<file path="src/rtl/trap_sched_if.sv">
// -----------------------------------------------------------------------------
// trap_sched_if
//   Bundles the outputs of the trap scheduler toward the CSR unit and the
//   fetch redirect handshake.
//
//   master (scheduler side):
//     csr_trap_we    out  one-cycle CSR trap write strobe
//     csr_mepc       out  mepc value to write
//     csr_mcause     out  mcause value to write
//     csr_mtval      out  mtval value to write
//     csr_mret       out  one-cycle MRET strobe
//     redirect_valid out  redirect request to fetch
//     redirect_pc    out  redirect target
//     redirect_ready in   fetch accepts the redirect
//   slave (CSR unit / fetch side): the same signals with directions reversed.
// -----------------------------------------------------------------------------
interface trap_sched_if #(
  parameter int XLEN = 64
);
  logic            csr_trap_we;
  logic [XLEN-1:0] csr_mepc;
  logic [XLEN-1:0] csr_mcause;
  logic [XLEN-1:0] csr_mtval;
  logic            csr_mret;
  logic            redirect_valid;
  logic [XLEN-1:0] redirect_pc;
  logic            redirect_ready;

  modport master (
    output csr_trap_we, csr_mepc, csr_mcause, csr_mtval, csr_mret,
    output redirect_valid, redirect_pc,
    input  redirect_ready
  );

  modport slave (
    input  csr_trap_we, csr_mepc, csr_mcause, csr_mtval, csr_mret,
    input  redirect_valid, redirect_pc,
    output redirect_ready
  );
endinterface

</file>
<file path="src/rtl/trap_sched.sv">
// -----------------------------------------------------------------------------
// trap_sched
//   Machine-mode trap/interrupt scheduler. Arbitrates synchronous exceptions,
//   MRET and the external/software/timer interrupts. Interrupts wait for the
//   pipeline to drain, then a one-cycle CSR trap write (mepc/mcause/mtval) is
//   issued followed by a redirect to the handler (or to mepc for MRET).
//
//   Optional feature macro: TRAP_VECTORED_EN
//     defined   : interrupts with mtvec[1:0] == 1 go to base + 4*code
//     undefined : every trap goes to base, mtvec[1:0] ignored
//
// Ports:
//   clk, reset        clock, asynchronous active-low reset
//   stall             blocks acceptance of exc_valid / mret_valid
//   mode              current privilege (3 = M)
//   mstatus_mie, mie  interrupt enables
//   mtvec, mepc       CSR values for trap entry / return
//   irq_ext/sw/timer  level interrupt sources
//   exc_valid/code/pc/tval  synchronous exception at commit
//   mret_valid        MRET at commit
//   pipe_empty        nothing in flight past decode
//   commit_npc        pc of next instruction (mepc for interrupts)
//   mip               combinational mip image
//   hold_fetch, busy  high whenever the scheduler is not idle
//   bus               CSR write strobes and fetch redirect handshake
// -----------------------------------------------------------------------------
module trap_sched #(
  parameter int XLEN      = 64,
  parameter int DRAIN_MAX = 15
) (
  input  logic            clk,
  input  logic            reset,
  input  logic            stall,
  input  logic [1:0]      mode,
  input  logic            mstatus_mie,
  input  logic [XLEN-1:0] mie,
  input  logic [XLEN-1:0] mtvec,
  input  logic [XLEN-1:0] mepc,
  input  logic            irq_ext,
  input  logic            irq_sw,
  input  logic            irq_timer,
  input  logic            exc_valid,
  input  logic [3:0]      exc_code,
  input  logic [XLEN-1:0] exc_pc,
  input  logic [XLEN-1:0] exc_tval,
  input  logic            mret_valid,
  input  logic            pipe_empty,
  input  logic [XLEN-1:0] commit_npc,
  output logic [XLEN-1:0] mip,
  output logic            hold_fetch,
  output logic            busy,
  trap_sched_if.master    bus
);

  localparam int CNT_W = $clog2(DRAIN_MAX + 1);
  localparam logic [CNT_W-1:0] CNT_MAX = CNT_W'(DRAIN_MAX);

  typedef enum logic [1:0] {IDLE, DRAIN, WRITE, REDIRECT} state_t;

  state_t          state;
  logic [CNT_W-1:0] cnt;
  logic [3:0]      code_q;
  logic [XLEN-1:0] epc_q;
  logic [XLEN-1:0] cause_q;
  logic [XLEN-1:0] tval_q;
  logic [XLEN-1:0] tgt_q;
  logic            we_q;
  logic            mret_q;
  logic            rv_q;

  logic            int_en;
  logic [XLEN-1:0] pend;
  logic            exc_go;
  logic            mret_go;

  // Fixed priority: external > software > timer.
  function automatic logic [3:0] irq_code(input logic e, input logic s);
    if (e)      return 4'd11;
    else if (s) return 4'd3;
    else        return 4'd7;
  endfunction

  function automatic logic [XLEN-1:0] irq_cause(input logic [3:0] c);
    return {1'b1, {(XLEN-5){1'b0}}, c};
  endfunction

  // Masking the mode bits keeps every mtvec bit referenced in both builds.
`ifdef TRAP_VECTORED_EN
  function automatic logic [XLEN-1:0] trap_target(input logic [XLEN-1:0] tvec,
                                                  input logic [XLEN-1:0] cause);
    logic [XLEN-1:0] base;
    base = tvec & ~{{(XLEN-2){1'b0}}, 2'b11};
    if (cause[XLEN-1] && (tvec[1:0] == 2'b01))
      return base + {{(XLEN-6){1'b0}}, cause[3:0], 2'b00};
    else
      return base;
  endfunction
`else
  function automatic logic [XLEN-1:0] trap_target(input logic [XLEN-1:0] tvec);
    return tvec & ~{{(XLEN-2){1'b0}}, 2'b11};
  endfunction
`endif

  assign mip     = XLEN'({irq_ext, 3'b000, irq_timer, 3'b000, irq_sw, 3'b000});
  assign int_en  = (mode != 2'd3) || mstatus_mie;
  assign pend    = mip & mie & {XLEN{int_en}};
  assign exc_go  = exc_valid & ~stall;
  assign mret_go = mret_valid & ~stall;

  assign busy       = (state != IDLE);
  assign hold_fetch = (state != IDLE);

  assign bus.csr_trap_we    = we_q;
  assign bus.csr_mepc       = epc_q;
  assign bus.csr_mcause     = cause_q;
  assign bus.csr_mtval      = tval_q;
  assign bus.csr_mret       = mret_q;
  assign bus.redirect_valid = rv_q;
  assign bus.redirect_pc    = tgt_q;

  always_ff @(posedge clk or negedge reset) begin
    if (!reset) begin
      state   <= IDLE;
      cnt     <= '0;
      code_q  <= '0;
      epc_q   <= '0;
      cause_q <= '0;
      tval_q  <= '0;
      tgt_q   <= '0;
      we_q    <= 1'b0;
      mret_q  <= 1'b0;
      rv_q    <= 1'b0;
    end else begin
      // Strobes are single-cycle unless re-asserted below.
      we_q   <= 1'b0;
      mret_q <= 1'b0;
      case (state)
        IDLE: begin
          if (exc_go) begin
            epc_q   <= exc_pc;
            cause_q <= {{(XLEN-4){1'b0}}, exc_code};
            tval_q  <= exc_tval;
            we_q    <= 1'b1;
            state   <= WRITE;
          end else if (mret_go) begin
            mret_q <= 1'b1;
            tgt_q  <= mepc;
            rv_q   <= 1'b1;
            state  <= REDIRECT;
          end else if (|pend) begin
            code_q  <= irq_code(pend[11], pend[3]);
            cause_q <= irq_cause(irq_code(pend[11], pend[3]));
            cnt     <= '0;
            state   <= DRAIN;
          end
        end
        DRAIN: begin
          // A committing exception overrides the interrupt being drained for.
          if (exc_go) begin
            epc_q   <= exc_pc;
            cause_q <= {{(XLEN-4){1'b0}}, exc_code};
            tval_q  <= exc_tval;
            we_q    <= 1'b1;
            state   <= WRITE;
          end else if (pipe_empty) begin
            epc_q  <= commit_npc;
            tval_q <= '0;
            we_q   <= 1'b1;
            state  <= WRITE;
          end else if (!pend[code_q] || (cnt == CNT_MAX)) begin
            state <= IDLE;
          end else begin
            cnt <= cnt + CNT_W'(1);
          end
        end
        WRITE: begin
`ifdef TRAP_VECTORED_EN
          tgt_q <= trap_target(mtvec, cause_q);
`else
          tgt_q <= trap_target(mtvec);
`endif
          rv_q  <= 1'b1;
          state <= REDIRECT;
        end
        REDIRECT: begin
          if (bus.redirect_ready) begin
            rv_q  <= 1'b0;
            state <= IDLE;
          end
        end
        default: state <= IDLE;
      endcase
    end
  end

endmodule
</file>
<file path="src/flat_wrapper.sv">
// flat-port wrapper written by rule: the top's interface ports become plain ports
module trap_sched_flat 
#(
  parameter int XLEN      = 64,
  parameter int DRAIN_MAX = 15
)
  (clk, reset, stall, mode, mstatus_mie, mie, mtvec, mepc, irq_ext, irq_sw, irq_timer, exc_valid, exc_code, exc_pc, exc_tval, mret_valid, pipe_empty, commit_npc, mip, hold_fetch, busy, bus_csr_trap_we, bus_csr_mepc, bus_csr_mcause, bus_csr_mtval, bus_csr_mret, bus_redirect_valid, bus_redirect_pc, bus_redirect_ready);
  trap_sched_if #(.XLEN(XLEN)) bus_i ();
  input  logic clk;
  input  logic reset;
  input  logic stall;
  input  logic [1:0] mode;
  input  logic mstatus_mie;
  input  logic [XLEN-1:0] mie;
  input  logic [XLEN-1:0] mtvec;
  input  logic [XLEN-1:0] mepc;
  input  logic irq_ext;
  input  logic irq_sw;
  input  logic irq_timer;
  input  logic exc_valid;
  input  logic [3:0] exc_code;
  input  logic [XLEN-1:0] exc_pc;
  input  logic [XLEN-1:0] exc_tval;
  input  logic mret_valid;
  input  logic pipe_empty;
  input  logic [XLEN-1:0] commit_npc;
  output logic [XLEN-1:0] mip;
  output logic hold_fetch;
  output logic busy;
  output wire logic [$bits(bus_i.csr_trap_we)-1:0] bus_csr_trap_we;
  output wire logic [$bits(bus_i.csr_mepc)-1:0] bus_csr_mepc;
  output wire logic [$bits(bus_i.csr_mcause)-1:0] bus_csr_mcause;
  output wire logic [$bits(bus_i.csr_mtval)-1:0] bus_csr_mtval;
  output wire logic [$bits(bus_i.csr_mret)-1:0] bus_csr_mret;
  output wire logic [$bits(bus_i.redirect_valid)-1:0] bus_redirect_valid;
  output wire logic [$bits(bus_i.redirect_pc)-1:0] bus_redirect_pc;
  input wire logic [$bits(bus_i.redirect_ready)-1:0] bus_redirect_ready;
  assign bus_csr_trap_we = bus_i.csr_trap_we;
  assign bus_csr_mepc = bus_i.csr_mepc;
  assign bus_csr_mcause = bus_i.csr_mcause;
  assign bus_csr_mtval = bus_i.csr_mtval;
  assign bus_csr_mret = bus_i.csr_mret;
  assign bus_redirect_valid = bus_i.redirect_valid;
  assign bus_redirect_pc = bus_i.redirect_pc;
  assign bus_i.redirect_ready = bus_redirect_ready;
  trap_sched #(.XLEN(XLEN), .DRAIN_MAX(DRAIN_MAX)) u_core (.clk(clk), .reset(reset), .stall(stall), .mode(mode), .mstatus_mie(mstatus_mie), .mie(mie), .mtvec(mtvec), .mepc(mepc), .irq_ext(irq_ext), .irq_sw(irq_sw), .irq_timer(irq_timer), .exc_valid(exc_valid), .exc_code(exc_code), .exc_pc(exc_pc), .exc_tval(exc_tval), .mret_valid(mret_valid), .pipe_empty(pipe_empty), .commit_npc(commit_npc), .mip(mip), .hold_fetch(hold_fetch), .busy(busy), .bus(bus_i));
endmodule
</file>
<file path="config.mk">
export PLATFORM = sky130hd
export DESIGN_NAME = trap_sched_flat
export DESIGN_NICKNAME = d
export VERILOG_FILES = /design/src/rtl/trap_sched_if.sv /design/src/rtl/trap_sched.sv /design/src/flat_wrapper.sv
export SDC_FILE = /design/constraint.sdc
export NUM_CORES = 1
export LEC_CHECK = 0
export ABC_AREA = 1
export CAP_MARGIN = 10
export CORE_AREA = 2 2 279 281
export CTS_BUF_LIST = sky130_fd_sc_hd__clkbuf_8 sky130_fd_sc_hd__clkbuf_16
export DETAILED_ROUTE_END_ITERATION = 7
export DIE_AREA = 0 0 281 283
export DONT_BUFFER_PORTS = 1
export PLACE_DENSITY_LB_ADDON = 0.2
export SYNTH_ARGS = -nofsm -noshare
export SYNTH_HDL_FRONTEND = slang
export SYNTH_SLANG_ARGS = --single-unit
</file>
<file path="constraint.sdc">
create_clock -name clk -period 2.25 [get_ports clk]
set_input_delay 0.3375 -clock clk [delete_from_list [all_inputs] [get_ports clk]]
set_output_delay 0.3375 -clock clk [all_outputs]
set_load 0.05 [all_outputs]
</file>
==> results.yml <==
run_status:
  outcome: "complete, but fails checks"
  failing_checks: "hold timing"
finish:
  total_number_of_nets_in_the_final_design: 1935
  finish.cell_count_without_fillers: 2587
  syn2layout_area_growth_pct: 47.0
  most_used_cells_in_the_layout_excluding_fill_and_tap_cells: "dlygate4sd3_1 (309), nand3_1 (267), dfrtp_1 (207)"
  postLayoutCellArea_um2: 15300
  mostFrequentLayoutCell: "dlygate4sd3_1"
  drive_above_1_share: 0.0634
clock_tree:
  cts_max_level: 1
  hold_buffers: 309
  worst_skew_pair.late_latency_ns: 0.56
  clkSinkCount: 209
  cts.root.buffer_cell: "clkbuf_16"
  cts_tree: "built"
  numCtsBuffers: 27
  clkSlewWorstSetupHoldPaths_ns: 0.06
  maximum_buffer_depth_of_the_clock_tree: 3
synthesis:
  synth_seq_cells: 209
  synth-seq-area-share: 0.502
  synth.avg_cell_area_um2: 8.32
  summed_instance_area_of_the_synthesized_netlist_um2: 10400
  synthesis.yosys.warnings: 0
  syn-instance-count: 1253
  number_of_distinct_library_cells_after_synthesis: 25
power:
  irDropWorstVdd_v: 0.000692
  design_power_total_mw: 25.3
  power.density_cell_area_nw_per_um2: 1650
  power.static_leakage_nw: 6.68
floorplanning:
  chip_height_um: 283
  floorplan.die.width_um: 281
  core_area_um2: 76700
  die-area_um2: 79500
  rows: 102
  num_io_pins: 726
  initial_core_utilization: 0.136
placed_design:
  detailed_place_hpwl_mm: 30.1
  placed_area_um2: 11200
  place.gp.congestion: 0.775
  detailedPlace.worstSlack_ns: 0.321
  io_buffer_count: 0
  post-place-cells: 2224
detailed_routing:
  detailedRoute.firstPassIterationCount: 5
  wire_per_inst_um: 18.0
  drc_violation_total_after_the_first_tritonroute_iteration: 416
  postRouteWirelength_mm: 46.6
  number_of_vias_per_cell: 3.85
  num_vias: 9969
  drc: 0
  ant_nets: 0
global_routing:
  grt_first_pass_wirelength_mm: 63.8
  grt_pass1_vias: 9929
  grt_util_all_layers: 0.104
  overflow: 0
  grt_max_degree: 210
  number_of_antenna_violations_at_the_first_check_in_global_routing: 4
sta:
  timing_hold_violations_final: 209
  worst_hold_margin_ns: -0.520
  timing.slew.headroom: 0.499
  worst_clock_skew_ns: 0.0153
  post-route-period-util: 0.959
  setup-violations-final: 0
  final_slew_violations: 0
  worst_slack_ns: 0.0926
  worst-slew-pin-transition_ns: 0.752
  period_minus_slack_ns: 2.16
  max_clock_freq_mhz: 464
critical_path:
  critical_path_buf_inv_count: 4
  critical_path.max_fanout: 64
  critPathCaptureType: "register"
  crit_arrival_ns: 2.59
  timing.critical_path.cells: "inv_4, buf_16, nand2_2, buf_12, nand2_1, a31oi_1, dlygate4sd3_1"
  worst_path_largest_cell_delay_ns: 0.56
  cp_slowest_cell: "dlygate4sd3_1"
  criticalPathCategory: "register to register"
  critical_path_required_ns: 2.69
  critical_path.top_delay_family: "buffers and inverters"
  timing.critical_path.from_type: "register"
flow_run:
  maxCapViolations: 0
hold_path:
  hold_path_class: "input port to asynchronous set/reset pin"
[timing repair]
| item | 4_1_cts | 5_1_grt |
|---|---|---|
| gates resized for setup | 0 | 13 |
| endpoints found under the setup margin | 0 | 20 |
| buffers inserted | 0 | 7 |
| hold endpoints to repair | 406 | 209 |
[cells in the mapped netlist]
master | count | area [um2]
nand3_1 | 267 | 1340
dfrtp_1 | 209 | 5230
nand2_1 | 170 | 638
nor2_1 | 141 | 529
buf_4 | 127 | 953
o21ai_1 | 120 | 601
a31oi_1 | 62 | 388
buf_2 | 46 | 230
clkbuf_1 | 44 | 165
inv_1 | 20 | 75.1
o21ai_0 | 18 | 90.1
a21oi_1 | 5 | 25.0
inv_2 | 5 | 18.8
nand2_2 | 4 | 25.0
nand4_1 | 3 | 18.8
buf_1 | 2 | 7.51
nor2_4 | 2 | 22.5
buf_6 | 1 | 11.3
conb_1 | 1 | 3.75
ha_1 | 1 | 12.5
mux2i_1 | 1 | 10.0
nor2_2 | 1 | 6.26
nor3_1 | 1 | 5.00
xnor2_1 | 1 | 8.76
xor2_1 | 1 | 8.76
[power by group]
group	switching [mW]	total (mW)	leakage, nW	internal (mW)
Sequential	7.62	13.1	2.53	5.44
Clock	1.73	4.33	0.435	2.59
Combinational	4.89	7.89	3.72	3.01
Total	14.2	25.3	6.68	11.0
[per-layer routing]
layer  vias up  part of all wire  track usage
li1       4545                 -            -
met1      4792              0.36        0.112
met2       569              0.51        0.193
met3        63              0.10       0.0329
met4         0             0.028       0.0326
met5         -                 0            0
[kinds of logic after synthesis]
| logic type | count (synthesis) | share of synthesized area |
|---|---|---|
| compound gates | 205 | 0.106 |
| other cells | 1 | 0.000360 |
| buf+inv | 245 | 0.140 |
| mux | 1 | 0.000961 |
| fa+ha+maj | 1 | 0.00120 |
| simple gates | 589 | 0.248 |
| xor+xnor | 2 | 0.00168 |
| flops | 209 | 0.502 |
[state kept, by name, summed over array words and instances, names as in the netlist]
| signal | cells |
|---|---|
| u_core.bus.csr_mcause | 5 |
| u_core.bus.csr_mepc | 64 |
| u_core.bus.csr_mret | 1 |
| u_core.bus.csr_mtval | 64 |
| u_core.bus.csr_trap_we | 1 |
| u_core.bus.redirect_pc | 64 |
| u_core.bus.redirect_valid | 1 |
| u_core.cnt | 4 |
| u_core.code_q | 3 |
| u_core.state | 2 |
[final cells by class]
type,count,area (um2)
tap,1040,1300
sequential,209,5230
clock inverter,7,81.3
antenna,2,5.00
clock buffer,34,772
multi-input combinational,918,4200
timing repair buffer,352,3620
inverter,25,109
fill,8416,61400
[final timing paths]
path                            depth (start not counted)                    endpoint  slack [ns]              from
worst max-delay path                                    7  u_core.bus.redirect_pc[21]        0.09   u_core.state[0]
worst min-delay path                                    0     u_core.bus.csr_mepc[46]       -0.52             reset
worst max register to register                          7  u_core.bus.redirect_pc[21]        0.09   u_core.state[0]
worst min register to register                          2            u_core.code_q[1]        0.46  u_core.code_q[1]
max in group asynchronous                               0  u_core.bus.redirect_pc[51]        2.41             reset
min in group clk                                        2  u_core.bus.redirect_pc[51]        0.02         mtvec[51]
[per-stage QoR]
stage	setup TNS (ns)	util	hold WS [ns]
after global routing	-0.0286	0.200	-0.567
after floorplan	0	-	0.0419
final	0	0.200	-0.520
after detailed placement	0	0.146	0.0474
after global placement	0	0.146	0.0490
after CTS	0	0.197	-0.576
Note: power is estimated with default switching activity, not from simulation.
